$ cat src/rtl/uart_pkt_rx.sv
// UART packet receiver: 8N1 byte receiver feeding a SYNC/ID/payload/checksum deframer.
// Optional UART_PKT_RX_STATS_EN adds stat_clr input and saturating stat_good/stat_err counters.
module uart_pkt_rx #(
    parameter int unsigned CLK_FRE      = 50,
    parameter int unsigned BAUD_RATE    = 115200,
    parameter int unsigned NUM_CH       = 4,
    parameter int unsigned DATA_BYTES   = 2,
    parameter logic [7:0]  SYNC_BYTE    = 8'hAA,
    parameter int unsigned TIMEOUT_BITS = 20
) (
    input  logic                           clk,
    input  logic                           rst_n,
    input  logic                           rx_pin,
    output logic [NUM_CH*DATA_BYTES*8-1:0] ch_data,
    output logic [NUM_CH-1:0]              ch_update,
    output logic                           pkt_valid,
    input  logic                           pkt_ready,
    output logic [7:0]                     pkt_ch,
    output logic [DATA_BYTES*8-1:0]        pkt_data,
    output logic                           err_frame,
    output logic                           err_sum,
    output logic                           err_ch,
    output logic                           err_ovf
`ifdef UART_PKT_RX_STATS_EN
    ,
    input  logic                           stat_clr,
    output logic [15:0]                    stat_good,
    output logic [15:0]                    stat_err
`endif
);
    localparam int unsigned W     = DATA_BYTES * 8;
    localparam logic [15:0] CYCLE = 16'(CLK_FRE * 1000000 / BAUD_RATE);
    localparam logic [15:0] HALF  = CYCLE / 16'd2 - 16'd1;
    localparam int unsigned TMO   = TIMEOUT_BITS * 32'(CYCLE);

    typedef enum logic [1:0] {B_IDLE, B_START, B_DATA, B_STOP} bstate_t;
    typedef enum logic [1:0] {P_SYNC, P_CH, P_DATA, P_SUM} pstate_t;

    bstate_t      r_bstate, w_bnext;
    pstate_t      r_pstate, w_pnext;
    logic         r_rx_s1, r_rx_s2, r_rx_d;
    logic [15:0]  r_cnt;
    logic [2:0]   r_bit;
    logic [7:0]   r_shift;
    logic         r_byte_vld;
    logic [7:0]   r_sum, r_id;
    logic [1:0]   r_idx;
    logic [W-1:0] r_payload;
    logic [31:0]  r_tmo;
    logic         w_mid, w_end, w_last, w_commit, w_id_ok, w_sum_ok;
    logic [7:0]   w_total;

    assign w_mid = (r_cnt == HALF);
    assign w_end = (r_cnt == CYCLE - 16'd1);

    always_ff @(posedge clk or negedge rst_n) begin
        if (!rst_n) begin
            r_bstate <= B_IDLE;
            r_pstate <= P_SYNC;
        end else begin
            r_bstate <= w_bnext;
            r_pstate <= w_pnext;
        end
    end

    always_comb begin
        w_bnext = r_bstate;
        case (r_bstate)
            B_IDLE:  if (!r_rx_s2 && r_rx_d) w_bnext = B_START;
            B_START: if (w_mid && r_rx_s2) w_bnext = B_IDLE;
                     else if (w_end) w_bnext = B_DATA;
            B_DATA:  if (w_end && r_bit == 3'd7) w_bnext = B_STOP;
            B_STOP:  if (w_mid) w_bnext = B_IDLE;
            default: w_bnext = B_IDLE;
        endcase
    end

    // Stop bit sampled at mid-bit; early return to idle leaves room for back-to-back bytes.
    always_ff @(posedge clk or negedge rst_n) begin
        if (!rst_n) begin
            r_rx_s1    <= 1'b1;
            r_rx_s2    <= 1'b1;
            r_rx_d     <= 1'b1;
            r_cnt      <= '0;
            r_bit      <= '0;
            r_shift    <= '0;
            r_byte_vld <= 1'b0;
            err_frame  <= 1'b0;
        end else begin
            r_rx_s1    <= rx_pin;
            r_rx_s2    <= r_rx_s1;
            r_rx_d     <= r_rx_s2;
            r_byte_vld <= 1'b0;
            err_frame  <= 1'b0;
            if (r_bstate == B_IDLE || w_end) r_cnt <= '0;
            else                             r_cnt <= r_cnt + 16'd1;
            if (r_bstate == B_IDLE)              r_bit <= '0;
            else if (r_bstate == B_DATA && w_end) r_bit <= r_bit + 3'd1;
            if (r_bstate == B_DATA && w_mid) r_shift <= {r_rx_s2, r_shift[7:1]};
            if (r_bstate == B_STOP && w_mid) begin
                r_byte_vld <= r_rx_s2;
                err_frame  <= !r_rx_s2;
            end
        end
    end

    assign w_total  = r_sum + r_shift;
    assign w_sum_ok = (w_total == 8'h00);
    assign w_id_ok  = (32'(r_id) < NUM_CH);
    assign w_last   = r_byte_vld && (r_pstate == P_SUM);
    assign w_commit = w_last && w_sum_ok && w_id_ok;

    always_comb begin
        w_pnext = r_pstate;
        if (r_byte_vld) begin
            case (r_pstate)
                P_SYNC:  if (r_shift == SYNC_BYTE) w_pnext = P_CH;
                P_CH:    w_pnext = P_DATA;
                P_DATA:  if (r_idx == 2'(DATA_BYTES - 1)) w_pnext = P_SUM;
                P_SUM:   w_pnext = P_SYNC;
                default: w_pnext = P_SYNC;
            endcase
        end else if (r_pstate != P_SYNC && (err_frame || r_tmo == TMO - 1)) begin
            w_pnext = P_SYNC;
        end
    end

    always_ff @(posedge clk or negedge rst_n) begin
        if (!rst_n) begin
            r_sum     <= '0;
            r_id      <= '0;
            r_idx     <= '0;
            r_payload <= '0;
            r_tmo     <= '0;
            ch_data   <= '0;
            ch_update <= '0;
            pkt_valid <= 1'b0;
            pkt_ch    <= '0;
            pkt_data  <= '0;
            err_sum   <= 1'b0;
            err_ch    <= 1'b0;
            err_ovf   <= 1'b0;
        end else begin
            err_sum <= w_last && w_id_ok && !w_sum_ok;
            err_ch  <= w_last && !w_id_ok;
            err_ovf <= w_commit && pkt_valid && !pkt_ready;
            if (r_pstate == P_SYNC || r_byte_vld) r_tmo <= '0;
            else                                  r_tmo <= r_tmo + 32'd1;
            if (r_byte_vld) begin
                case (r_pstate)
                    P_SYNC: r_sum <= '0;
                    P_CH: begin
                        r_id  <= r_shift;
                        r_sum <= r_sum + r_shift;
                        r_idx <= '0;
                    end
                    P_DATA: begin
                        r_payload <= (r_payload << 8) | W'(r_shift);
                        r_sum     <= r_sum + r_shift;
                        r_idx     <= r_idx + 2'd1;
                    end
                    default: ;
                endcase
            end
            for (int unsigned k = 0; k < NUM_CH; k++) begin
                ch_update[k] <= w_commit && (32'(r_id) == k);
                if (w_commit && 32'(r_id) == k) ch_data[k*W +: W] <= r_payload;
            end
            if (w_commit && (!pkt_valid || pkt_ready)) begin
                pkt_valid <= 1'b1;
                pkt_ch    <= r_id;
                pkt_data  <= r_payload;
            end else if (pkt_valid && pkt_ready) begin
                pkt_valid <= 1'b0;
            end
        end
    end

`ifdef UART_PKT_RX_STATS_EN
    always_ff @(posedge clk or negedge rst_n) begin
        if (!rst_n) begin
            stat_good <= '0;
            stat_err  <= '0;
        end else if (stat_clr) begin
            stat_good <= '0;
            stat_err  <= '0;
        end else begin
            if (|ch_update && stat_good != '1) stat_good <= stat_good + 16'd1;
            if ((err_frame || err_sum || err_ch || err_ovf) && stat_err != '1)
                stat_err <= stat_err + 16'd1;
        end
    end
`endif

endmodule

$ cat config.mk
export PLATFORM = sky130hd
export DESIGN_NAME = uart_pkt_rx
export DESIGN_NICKNAME = d
export VERILOG_FILES = /design/src/rtl/uart_pkt_rx.sv
export SDC_FILE = /design/constraint.sdc
export NUM_CORES = 1
export LEC_CHECK = 0
export BUFFER_PORTS_ARGS = -buffer_cell sky130_fd_sc_hd__buf_2
export CORE_AREA = 5 5 135 137
export DETAILED_ROUTE_END_ITERATION = 7
export DIE_AREA = 0 0 140 142
export GPL_TIMING_DRIVEN = 0
export HOLD_SLACK_MARGIN = 0.15
export PLACE_DENSITY = 0.75
export SYNTH_ARGS = -nofsm -noshare
export SYNTH_HDL_FRONTEND = slang
export SYNTH_SLANG_ARGS = --single-unit
$ cat constraint.sdc
create_clock -name clk -period 3.15 [get_ports clk]
set_input_delay 0 -clock clk [delete_from_list [all_inputs] [get_ports clk]]
set_output_delay 0 -clock clk [all_outputs]
set_load 0.05 [all_outputs]
After elaboration in Yosys (flattened, before gate mapping)
Cells that the tools add are included.
{ "totals": {"inputBits": 4, "elab_cells": 122, "output_inout_bits": 97, "ff_bits": 198} }
{ "classes": {"reduce_logical": 47, "n_addsub": 5, "eq_ne": 21, "order_cmp": 1, "mux": 21, "bitwise": 1} }
{ "ops": {"columns": ["cell", "n"], "rows": [
  ["adder 32 x 1 -> 32 bit, second input constant", 1],
  ["== test 32 x 14 -> 1 bit, second input constant", 1],
  ["2-to-1 mux 32 bit", 1],
  ["logical AND 1 bit", 21],
  ["2-to-1 mux 2 bit", 9],
  ["adder 16 x 1 -> 16 bit, second input constant", 1],
  ["== test 16 x 8 -> 1 bit, second input constant", 1],
  ["== test 16 x 9 -> 1 bit, second input constant", 1],
  ["== test 8 x 2 -> 1 bit, second input constant", 2],
  ["zero test 8 bit", 2],
  ["2-to-1 mux 16 bit", 1],
  ["OR 16 x 8 -> 16 bit", 1],
  ["case mux 2 bit (4 select lines)", 2],
  ["case mux 8 bit (2 select lines)", 1],
  ["nonzero test 2 bit", 6],
  ["!= test 3 bit, second input constant", 3],
  ["adder 8 bit", 1],
  ["== test 2 bit, second input constant", 4],
  ["== test 8 x 1 -> 1 bit, second input constant", 1],
  ["== test 8 bit, second input constant", 1],
  ["less-than comparator 8 x 3 -> 1 bit, second input constant", 1],
  ["AND reduction 2 bit", 4],
  ["== test 2 x 1 -> 1 bit, second input constant", 3],
  ["2-to-1 mux 3 bit", 2],
  ["12 further kinds", 25]
]} }

Depth between registers and ports, before layout
{ "depth": {"word_depth": 6, "ltp_mapped": 11, "mapped_depth_nobuf": 8} }

Worst setup path after synthesis
No wires, ideal clock.
{ "synth_timing": {"path_type": "register to register", "startpoint": "reg r_shift[0]", "endpoint": "reg ch_data[10]", "stages_incl_launch_ff": 12, "t_required_ps": 3025, "setup_time_ps": 125, "t_arrival_ps": 3063, "setup_slack_ps": -38, "path_buffers": 3, "path_cell_list": "dfrtp_1 > ha_1 > fa_1 > xor2_1 > or3_1 > a221oi_2 > nand3_2 > buf_6 > or4b_1 > buf_6 > buf_12 > mux2_4"} }
{ "synth_via": {"elab_chain_cells": 5} }
{ "synth_rtl": {"columns": ["item", "line", "source"], "rows": [
  ["start: declaration", "44", "logic [7:0] r_shift;"],
  ["start signal: assignment", "99", "if (r_bstate == B_DATA && w_mid) r_shift <= {r_rx_s2, r_shift[7:1]};"],
  ["adder 8 bit", "107", "assign w_total = r_sum + r_shift;"],
  ["zero test 8 bit", "108", "assign w_sum_ok = (w_total == 8'h00);"],
  ["logical AND 1 bit (2 in series)", "111", "assign w_commit = w_last && w_sum_ok && w_id_ok;"],
  ["logical AND 1 bit", "167", "if (w_commit && 32'(r_id) == k) ch_data[k*W +: W] <= r_payload;"],
  ["end signal: indexed assignment", "167", null],
  ["end: declaration", "14", "output logic [NUM_CH*DATA_BYTES*8-1:0] ch_data,"]
]} }
Every way passes these cells.
A chain may end at the register's enable or synchronous reset.

Worst setup path in the final report
{ "layout_timing": {"startpoint": "reg r_shift[0]", "endpoint": "reg pkt_ch[0]"} }
{ "layout_via": {"elab_chain_cells": 5} }
{ "layout_rtl": {"columns": ["item", "line", "source"], "rows": [
  ["adder 8 bit", "107", null],
  ["zero test 8 bit", "108", null],
  ["logical AND 1 bit (2 in series)", "111", null],
  ["logical AND 1 bit", "169", "if (w_commit && (!pkt_valid || pkt_ready)) begin"],
  ["end signal: assignment", "171", "pkt_ch <= r_id;"],
  ["end: declaration", "18", "output logic [7:0] pkt_ch,"]
]} }
Every way passes these cells.

==> summary.txt <==
Timing
  – TNS Setup: -1.040 ns
  – Slew Limit Headroom: 59.02%
  – Final hold violations: 0
  – Crit path time final: 3.224 ns
  – Max Slew Vio Count: 0
  – PnR worst setup slack: -0.07405 ns
  – Final setup fails: 29
  – FMAX: 0.3102 GHz
  – Tcrit/Tclk final: 102.4%
  – RSZ-0062 raised after global routing: true
  – Measured slew at the worst slew-check pin: 0.6147 ns
  – Hold slack final: 0.1688 ns
  – Clock Skew: 0.01416 ns

Global route
  – Largest net degree at the start of global routing: 127
  – First-pass GRT wire length: 29.51 mm
  – Total grt overflow: 0
  – Vias in the first global route: 5,613
  – GRT Overall Usage: 18.39%
  – Initial antenna violation count: 0

Yosys
  – Mapped Area: 8753 sq um
  – Synth area leader: dfrtp_1
  – Most frequent cells after synthesis: dfrtp_1 (195), mux2_2 (71), nor2_1 (61)
  – Main combinational cell family by area after synthesis: multiplexers
  – Adder-Cell Fraction of Synth Area: 3.087%
  – Mean post-synth cell area: 12.91 sq um
  – Area share of the largest cell type after synthesis: 55.75%
  – Post-synthesis compound-gate area fraction: 4.603%
  – Ys flop type: dfrtp_1
  – Xor and xnor fraction of the mapped netlist area: 3.802%
  – Sequential-to-total area share from yosys stat: 56.65%
  – Syn nets: 703
  – Fraction of registers with async set/reset: 100.0%
  – Post-synth EDFFs: 0
  – Simple-gate share of the synthesized area: 12.36%
  – #FFs+latches synth: 198
  – Gate count of the mapped netlist: 678
  – Synth area leaders: dfrtp_1 (56%), mux2_2 (9.1%), mux2_4 (7.5%)
  – Synth unique cells: 50
  – Mux cell area share after synthesis: 16.80%
  – Most common cell in the netlist: dfrtp_1
  – Yosys warnings: 0

Flow run
  – Max_cap viols: 0

Clock tree
  – CTS clk-pin slew, worst paths: 0.07 ns
  – Clock buffer depth: 2
  – CTS Buf Count: 17
  – Clock tree sinks: 198
  – Worst skew pair latency: 0.44 ns
  – CTS H-tree lvls: 4
  – Root Driver: clkbuf_16
  – CTS tree: built

Worst setup path
  – Worst-path fanout max: 8
  – WP data arrival: 3.54 ns
  – Worst Setup Start Kind: flop
  – Crit path kind: flop to flop
  – WP data required: 3.47 ns
  – Reg2reg start: r_shift[0]
  – Setup crit end kind: flop
  – Critical Path Start: r_shift[0]

Drt
  – DR WL/cell: 16.86 um
  – Vias/cell: 5.360
  – 1st-iter DRT viols: 343
  – Antenna-violating nets left: 0
  – Detailed Routing Iterations Pass 1: 4
  – DRC: 0
  – Vias post-DR: 5,639
  – Total Wirelength: 17.73 mm

Cells and area
  – Cell area after layout: 10,460 sq um
  – Post-Layout Cell Count: 1,052
  – Layout cells sized above 1: 35.79%
  – Post-layout nets: 839
  – Layout area overhead: 19.48%
  – ANT cells: 0
  – Post-layout util: 61.75%

Floorplan
  – Die ar.: 19,880 sq um
  – Ports: 101
  – Row count: 48
  – Die width: 140 um
  – Core box area: 16,940 sq um
  – Starting Density: 51.68%
  – Height of the die: 142 um

Placed design
  – PortBufs: 100
  – Placed cells: 1,004
  – Gpl congestion: 0.8400
  – Pre-CTS setup slack: -0.2506 ns
  – Placed cell area: 9575 sq um
  – HPWL after DPL: 11.84 mm

Worst hold path
  – Hold WC Path Type: input port to async pin

Power and ir drop
  – Tot Pwr: 5.010 mW
  – Leakage power: 5.365 nW
  – Maximum VDD drop: 0.0004108 V
  – Pwr/cell area: 479.0 nW/um^2

Status
  – Status: finished, violations left
  – Failing checks: setup timing
where the power goes:
group | total [mW] | switching, mW | leakage, nW | internal (mW)
Clock | 2.17 | 1.09 | 0.296 | 1.08
Combinational | 0.195 | 0.118 | 2.33 | 0.0763
Sequential | 2.64 | 0.0574 | 2.74 | 2.59
Total | 5.01 | 1.27 | 5.37 | 3.74
sequential cells by signal, indices dropped and copies added (netlist names), 2 cells and up, named ones only:
name / count
ch_data: 64
r_tmo: 32
pkt_data: 16
r_cnt: 16
r_payload: 16
pkt_ch: 8
r_id: 8
r_shift: 8
r_sum: 8
ch_update: 4
r_bit: 3
r_idx: 2
r_pstate: 2
routing by layer:
layer  track usage [%]  vias to the layer above  share of wire, %
li1                  -                     2686                 -
met1             25.37                     2806                46
met2             30.13                      127                48
met3             3.595                       20               4.6
met4             5.252                        0               1.7
met5                 0                        -                 0
critical path, stage by stage, from the launching register on:
cell      delay (ns)
dfrtp_1         0.42
ha_4            0.18
fa_2            0.38
xor2_2          0.17
or3_4           0.34
a221oi_2        0.20
nand3_2         0.16
buf_6           0.17
or4b_4          0.61
buf_8           0.19
mux2_4          0.30
layout make-up:
class | count | area [sq um]
fillers | 1323 | 6477
flip-flops and latches | 198 | 4960
multi-input cells | 442 | 3613
repair buffers | 121 | 763.2
clock buffers | 17 | 425.4
well taps | 225 | 281.5
clock inverters | 15 | 186.4
plain buffers | 21 | 180.2
inverters | 13 | 48.80
cells by family after synthesis:
kind of cell / after synthesis
DFF: 198
buffers and inverters: 38
muxes: 116
and+or+nand+nor: 206
adders and majority gates: 21
AOI/OAI and AO/OA: 61
xor gates and xnor gates: 38
worst paths after layout:
path                                     to  slack, ns  cells past startpoint
worst max register to register    pkt_ch[0]      -0.07                     10
max in group asynchronous        r_shift[1]       2.45                      3
worst min-delay path            ch_data[16]       0.17                      3
worst min register to register      r_rx_s2       0.36                      0
min in group clk                    r_rx_s1       0.20                      2
worst max-delay path              pkt_ch[0]      -0.07                     10
repair_timing:
action / in CTS / in global routing
resized for setup: 17 / 12
setup buffers: 14 / 1
hold endpoints to repair: 198 / 0
pin swaps: 13 / 5
endpoints found under the setup margin: 78 / 82
cloned: 1 / 0
hold buffers: 4 / 0
cells in the final DEF (no fill, tap or decap), types with 4 or more instances in the layout:
| cell type | count |
|---|---|
| inv_8 | 4 |
| buf_12 | 4 |
| nor2b_1 | 4 |
| a22o_1 | 8 |
| and2_1 | 5 |
| clkbuf_1 | 12 |
| ha_1 | 18 |
| xnor2_1 | 13 |
| buf_4 | 10 |
| nor4_1 | 16 |
| clkinv_8 | 6 |
| mux2_4 | 44 |
| nand4_1 | 14 |
| nand2b_1 | 6 |
| nand2_1 | 37 |
| nor2_1 | 61 |
| clkbuf_16 | 17 |
| and3_1 | 6 |
| o21ai_0 | 19 |
| dfrtp_1 | 194 |
| a21oi_1 | 16 |
| mux2_2 | 71 |
| inv_1 | 13 |
| buf_2 | 99 |
| buf_6 | 8 |
| nand3_1 | 12 |
| nor3_1 | 7 |
| xor2_1 | 24 |
| or3_1 | 9 |
| and4_1 | 5 |
Power figures use the tool's default switching activity.
